$ cat src/rtl/bit_balancer_pkg.sv
// Shared types and width helpers for the bit_balancer_stream block.
package bit_balancer_pkg;

    typedef enum logic [1:0] {
        IDLE  = 2'd0,
        ACCUM = 2'd1,
        HOLD  = 2'd2
    } bb_state_t;

    function automatic int cw_f(input int width);
        return $clog2(width + 1);
    endfunction

    function automatic int tw_f(input int width, input int frame_len);
        return $clog2(width * frame_len + 1);
    endfunction

endpackage

$ cat src/rtl/bit_popcount_pipe.sv
// Two-stage population count: S1 registers per-nibble partial counts, S2 sums them.
module bit_popcount_pipe
    import bit_balancer_pkg::*;
#(
    parameter int WIDTH       = 16,
    parameter bit COUNT_ZEROS = 1'b0,
    localparam int CW         = cw_f(WIDTH)
) (
    input  logic             clk,
    input  logic             reset_n,
    input  logic             en,
    input  logic [WIDTH-1:0] in_data,
    input  logic             in_valid,
    input  logic             in_last,
    output logic [CW-1:0]    count,
    output logic             count_valid,
    output logic             count_last
);

    localparam int NIB = (WIDTH + 3) / 4;
    localparam int PW  = NIB * 4;

    logic [PW-1:0]    w_padded;
    logic [NIB*3-1:0] w_part;
    logic [CW-1:0]    w_sum;

    logic [NIB*3-1:0] r_part;
    logic             r_v1;
    logic             r_last1;
    logic [CW-1:0]    r_count;
    logic             r_valid;
    logic             r_last;

    // Inversion happens before padding so pad bits never count as zeros.
    always_comb begin
        w_padded = '0;
        w_padded[WIDTH-1:0] = COUNT_ZEROS ? ~in_data : in_data;
        w_part = '0;
        for (int i = 0; i < NIB; i++) begin
            w_part[i*3 +: 3] = 3'(w_padded[i*4])   + 3'(w_padded[i*4+1])
                             + 3'(w_padded[i*4+2]) + 3'(w_padded[i*4+3]);
        end
    end

    always_comb begin
        w_sum = '0;
        for (int i = 0; i < NIB; i++) begin
            w_sum = w_sum + CW'(r_part[i*3 +: 3]);
        end
    end

    always_ff @(posedge clk or negedge reset_n) begin
        if (!reset_n) begin
            r_part  <= '0;
            r_v1    <= 1'b0;
            r_last1 <= 1'b0;
            r_count <= '0;
            r_valid <= 1'b0;
            r_last  <= 1'b0;
        end else if (en) begin
            r_v1    <= in_valid;
            r_valid <= r_v1;
            if (in_valid) begin
                r_part  <= w_part;
                r_last1 <= in_last;
            end
            if (r_v1) begin
                r_count <= w_sum;
                r_last  <= r_last1;
            end
        end
    end

    assign count       = r_count;
    assign count_valid = r_valid;
    assign count_last  = r_last;

endmodule

$ cat src/rtl/bit_balancer_stream.sv
// Streaming popcount with per-frame accumulation, ones/zeros disparity and balance flag.
// Handshake: a word moves on a rising edge with in_valid && in_ready; the frame result
// is held while frame_valid is high and retires on the edge where frame_ready is also high.
module bit_balancer_stream
    import bit_balancer_pkg::*;
#(
    parameter int WIDTH       = 16,
    parameter int FRAME_LEN   = 8,
    parameter bit COUNT_ZEROS = 1'b0,
    localparam int CW         = cw_f(WIDTH),
    localparam int TW         = tw_f(WIDTH, FRAME_LEN),
    localparam int FW         = $clog2(FRAME_LEN + 1)
) (
    input  logic                clk,
    input  logic                reset_n,
    input  logic [WIDTH-1:0]    in_data,
    input  logic                in_valid,
    input  logic                in_last,
    output logic                in_ready,
    output logic [CW-1:0]       word_count,
    output logic                word_valid,
    output logic [TW-1:0]       frame_total,
    output logic [FW-1:0]       frame_words,
    output logic signed [TW:0]  frame_disp,
    output logic                frame_balanced,
    output logic                frame_valid,
    input  logic                frame_ready,
    output logic [1:0]          dbg_state
);

    localparam int DW = TW + 1;

    bb_state_t         r_state;
    bb_state_t         w_state_nxt;
    logic              r_run;
    logic [TW-1:0]     r_acc;
    logic [TW-1:0]     w_acc_nxt;
    logic [TW-1:0]     w_base_acc;
    logic [FW-1:0]     r_words;
    logic [FW-1:0]     w_words_nxt;
    logic [FW-1:0]     w_base_words;
    logic signed [TW:0] r_disp;
    logic signed [TW:0] w_disp_nxt;
    logic              r_bal;
    logic              w_bal_nxt;
    logic [DW-1:0]     w_span;
    logic [DW-1:0]     w_ones;

    logic              w_adv;
    logic              w_take;
    logic [CW-1:0]     w_count;
    logic              w_cvalid;
    logic              w_clast;

    assign frame_valid = (r_state == HOLD);
    assign w_adv       = !(frame_valid && !frame_ready);
    assign in_ready    = r_run && w_adv;
    assign w_take      = in_valid && in_ready;

    bit_popcount_pipe #(
        .WIDTH       (WIDTH),
        .COUNT_ZEROS (COUNT_ZEROS)
    ) u_pipe (
        .clk         (clk),
        .reset_n     (reset_n),
        .en          (w_adv),
        .in_data     (in_data),
        .in_valid    (w_take),
        .in_last     (in_last),
        .count       (w_count),
        .count_valid (w_cvalid),
        .count_last  (w_clast)
    );

    // Only evaluated into the registers when w_adv is high, so in HOLD the
    // frame_ready handshake is implied: retire first, then let a word in S2 open
    // the next frame on the same edge.
    always_comb begin
        w_state_nxt  = r_state;
        w_base_acc   = r_acc;
        w_base_words = r_words;
        w_acc_nxt    = r_acc;
        w_words_nxt  = r_words;
        w_disp_nxt   = r_disp;
        w_bal_nxt    = r_bal;
        w_span       = '0;
        w_ones       = '0;
        if (r_state == HOLD) begin
            w_state_nxt  = IDLE;
            w_base_acc   = '0;
            w_base_words = '0;
            w_disp_nxt   = '0;
            w_bal_nxt    = 1'b0;
        end
        w_acc_nxt   = w_base_acc;
        w_words_nxt = w_base_words;
        if (w_cvalid) begin
            w_acc_nxt   = w_base_acc + TW'(w_count);
            w_words_nxt = w_base_words + FW'(1);
            w_span      = DW'(WIDTH) * DW'(w_words_nxt);
            w_ones      = COUNT_ZEROS ? (w_span - DW'(w_acc_nxt)) : DW'(w_acc_nxt);
            if (w_clast || (w_words_nxt == FW'(FRAME_LEN))) begin
                w_state_nxt = HOLD;
                w_disp_nxt  = $signed((w_ones << 1) - w_span);
                w_bal_nxt   = ((w_ones << 1) == w_span);
            end else begin
                w_state_nxt = ACCUM;
            end
        end
    end

    always_ff @(posedge clk or negedge reset_n) begin
        if (!reset_n) begin
            r_run   <= 1'b0;
            r_state <= IDLE;
            r_acc   <= '0;
            r_words <= '0;
            r_disp  <= '0;
            r_bal   <= 1'b0;
        end else begin
            r_run <= 1'b1;
            if (w_adv) begin
                r_state <= w_state_nxt;
                r_acc   <= w_acc_nxt;
                r_words <= w_words_nxt;
                r_disp  <= w_disp_nxt;
                r_bal   <= w_bal_nxt;
            end
        end
    end

    assign word_count     = w_count;
    assign word_valid     = w_cvalid;
    assign frame_total    = r_acc;
    assign frame_words    = r_words;
    assign frame_disp     = r_disp;
    assign frame_balanced = r_bal;
    assign dbg_state      = r_state;

endmodule

$ cat config.mk
export PLATFORM = sky130hd
export DESIGN_NAME = bit_balancer_stream
export DESIGN_NICKNAME = d
export VERILOG_FILES = /design/src/rtl/bit_balancer_pkg.sv /design/src/rtl/bit_popcount_pipe.sv /design/src/rtl/bit_balancer_stream.sv
export SDC_FILE = /design/constraint.sdc
export NUM_CORES = 1
export LEC_CHECK = 0
export ABC_AREA = 1
export CORE_MARGIN = 10
export CORE_UTILIZATION = 31
export CTS_BUF_LIST = sky130_fd_sc_hd__clkbuf_8
export CTS_CLUSTER_SIZE = 30
export DETAILED_ROUTE_END_ITERATION = 8
export GPL_TIMING_DRIVEN = 1
export PLACE_DENSITY = 0.61
export SKIP_CTS_REPAIR_TIMING = 1
export SYNTH_ARGS = -nofsm -noshare
export SYNTH_HDL_FRONTEND = slang
export SYNTH_SLANG_ARGS = --single-unit
$ cat constraint.sdc
create_clock -name clk -period 3.4 [get_ports clk]
set_input_delay 0.34 -clock clk [delete_from_list [all_inputs] [get_ports clk]]
set_output_delay 0.34 -clock clk [all_outputs]
set_load 0.03 [all_outputs]
==> results of run 1 <==
## logic make-up after synthesis
| group | count (synthesis) | share of synthesized area |
|---|---|---|
| AND/OR/NAND/NOR | 123 | 0.2055 |
| flip-flops | 46 | 0.3981 |
| buffers and inverters | 44 | 0.06707 |
| AO/OA/AOI/OAI | 41 | 0.08005 |
| adder cells (fa/ha/maj) | 36 | 0.1843 |
| XOR/XNOR | 9 | 0.02726 |
| multiplexers | 9 | 0.03635 |
| other | 1 | 0.001297 |
## per-stage QoR
| step | utilization | cell area [um^2] | hold slack [ns] | power (W) | cells |
|---|---|---|---|---|---|
| floorplan | - | 2892 | 0.04441 | 0.002811 | 309 |
| global placement | 0.3835 | 3510 | 0.4591 | 0.003557 | 467 |
| detailed placement | 0.3835 | 3510 | 0.4601 | 0.003612 | 467 |
| CTS | 0.3954 | 3618 | 0.2556 | 0.004043 | 475 |
| global route | 0.3986 | 3649 | 0.3051 | 0.004438 | 479 |
| finish | 0.3986 | 3649 | 0.2103 | 0.003997 | 479 |
## power groups by stage
stage               sequential, W  clock, W  combinational, W
floorplan                 0.00120         0           0.00162
global placement         0.000944         0           0.00261
detailed placement       0.000950         0           0.00266
CTS                      0.000939  0.000426           0.00268
global route             0.000963  0.000445           0.00303
finish                   0.000934  0.000407           0.00266
## cell type report
| class | count | area, um^2 | share of cell area |
|---|---|---|---|
| multi-input cells | 219 | 1546 | 0.4239 |
| clock buffers | 5 | 68.82 | 0.01886 |
| well taps | 111 | 138.9 | 0.03807 |
| repair buffers | 57 | 553.0 | 0.1516 |
| flip-flops and latches | 46 | 1151 | 0.3155 |
| inverters | 38 | 150.1 | 0.04115 |
| clock inverters | 3 | 40.04 | 0.01097 |
## worst min-delay path by stage
stage / end / slack [ns] / start
after floorplan: dbg_state[0] / 0.04 / reset_n
after global placement: u_pipe.count_last / 0.46 / u_pipe.r_last1
after detailed placement: frame_disp[4] / 0.46 / frame_disp[4]
after CTS: u_pipe.r_part[1] / 0.26 / reset_n
after global routing: u_pipe.r_part[1] / 0.31 / reset_n
final: u_pipe.r_part[1] / 0.21 / reset_n
## sequential cells by signal, indices dropped and copies added, names as in the netlist
name / flops
u_pipe.r_last1: 1
frame_words: 4
frame_balanced: 1
u_pipe.r_part: 12
u_pipe.count_last: 1
frame_disp: 9
dbg_state: 2
u_pipe.r_v1: 1
u_pipe.count: 5
frame_total: 8
u_pipe.count_valid: 1
r_run: 1
## critical path, cell delays in order (launching register included)
cell      delay, ns
dfrtp_1        0.43
nand2_4        0.12
clkinv_1       0.12
nor2_1         0.14
ha_1           0.27
or2_2          0.29
nand2_1        0.08
xor2_1         0.20
ha_1           0.18
inv_1          0.06
fa_1           0.40
a21o_1         0.19
a21oi_1        0.14
nand3_1        0.09
nand3_1        0.08
nand2_1        0.05
## metal layers
metal  GRT usage  up-vias  wire length [um]
li1            -     1119                 -
met1      0.1089     1079              2602
met2      0.1833       48              3311
met3     0.03955       10               426
met4     0.02306        0                78
met5           0        -                 0
## cells in the final DEF (no fill, tap or decap), types with 2 or more instances in the layout
cell / n
nand2_4: 5
buf_4: 5
o21ai_0: 12
dfrtp_1: 46
nand2_2: 3
xor2_1: 8
nor2_1: 18
clkbuf_8: 5
a21o_1: 2
mux2_2: 8
nand2_1: 70
a21oi_1: 14
inv_1: 33
nand3_1: 16
nand3b_1: 3
inv_2: 2
o211ai_1: 2
fa_1: 11
a31oi_1: 2
clkdlybuf4s50_1: 51
clkinv_2: 2
o22ai_1: 7
ha_1: 25
==> flow_metrics.tcl, run 1 <==
set metrics [dict create \
    pwr-share-clk 0.102 \
    portBuffers 52 \
    syn_area_per_cell_um2 9.358 \
    pre_cts_ws_ns 0.3230 \
    numClockSinks 46 \
    grt_max_degree 47 \
    areaGrowthSynthToFinish_pct 26.18 \
    path_class "flop to flop" \
    setup_viol 0 \
    power_density_mw_per_mm2 1095 \
    r2r_end "frame_disp[8]" \
    synth_common_cells "nand2_1 (70), dfrtp_1 (46), inv_1 (33)" \
    p_int_w 0.002084 \
    ys_warn_count 0 \
    wl_per_cell_um 13.40 \
    maxCapViolations 0 \
    ys_types 39 \
    crit_path_start_kind "flop" \
    vias 2256 \
    r2r_setup_slack_ns 0.45 \
    cts_buffer_depth 2 \
    synth_top_area_frac 0.3981 \
    overflow 0 \
    power_switching_w 0.001913 \
    startpoint "dbg_state[1]" \
    core.rowCount 35 \
    clockRootBuffer "clkbuf_8" \
    die_x_um 116.6 \
    grt_pass1_vias 2431 \
    fillers 903 \
    drcViolationCount 0 \
    post-route-period-util 0.8685 \
    worstPathArrival_ns 3.15 \
    clk_pin_slew_ns 0.09 \
    n_antenna_cell 0 \
    die_area_mm2 0.01359 \
    viasPerCell 4.710 \
    synthCells 309 \
    grt.total_usage 0.1014 \
    max_slew.worst_pin.slew_ns 1.037 \
    cts_buffers 5 \
    critPathCaptureType "flop" \
    setup_tns_ns 0 \
    cts_tree "done" \
    hp-class "input port to asynchronous set/reset pin" \
    synth_edf_count 0 \
    syn-num-nets 366 \
    ys_top_cells_by_area "dfrtp_1 (40%), ha_1 (11%), nand2_1 (9.1%)" \
    combinationalPowerShare 0.665 \
    setup_slack_ns 0.4471 \
    synthArstFlopShare 1.000 \
    ys_ff_latch 46 \
    clk_latency_ns 0.30 \
    die_y_um 116.6 \
    syn-cell-area_mm2 0.002892 \
    grt_pass1_wl_um 11030 \
    antenna_found_initial 0 \
    maxSlewHeadroom 0.3086 \
    ios 53 \
    final-max-slew-violation-count 0 \
    p_sw_frac 0.4786 \
    drt_iter0_drc 43 \
    reg2reg_depth 15 \
    crit_end "frame_disp[8]" \
    synth_top_area_cell "dfrtp_1" \
    start_util 0.3159 \
    ys_seq_area_frac 0.3981 \
    htree_levels 2 \
    core_area_mm2 0.009153 \
    hold_violations 0 \
    rsz0062_at_grt "no" \
    period_needed_ns 2.953 \
    ys.flop_type "dfrtp_1" \
    ant_nets 0 \
    layout-drive-gt1-share 0.1114 \
    vdd_drop_max_mv 0.4566 \
    status "complete, no violations" \
    final_nets 424 \
    synth_most_common_cell "nand2_1" \
    required_ns 3.60 \
    fmax_mhz 338.7 \
    pwr-share-seq 0.234 \
    r2r_start "dbg_state[1]" \
    dp.final_hpwl_um 5138 \
    crit_path_max_fanout 7 \
    power_leakage_nw 1.791 \
    fin_skew_ns 0.004743 \
    drt-total-wl_um 6419 \
    drt_first_pass_iters 5 \
    gp_congestion 0.7887 \
]
Note: power is estimated with default switching activity, not from simulation.
==> inputs of run 2 (changes only) <==
Settings changed: CTS_CLUSTER_SIZE 30 to 12.
==> results of run 2 <==
Same layout as run 1: the final DEF is identical, and so are final timing and power.
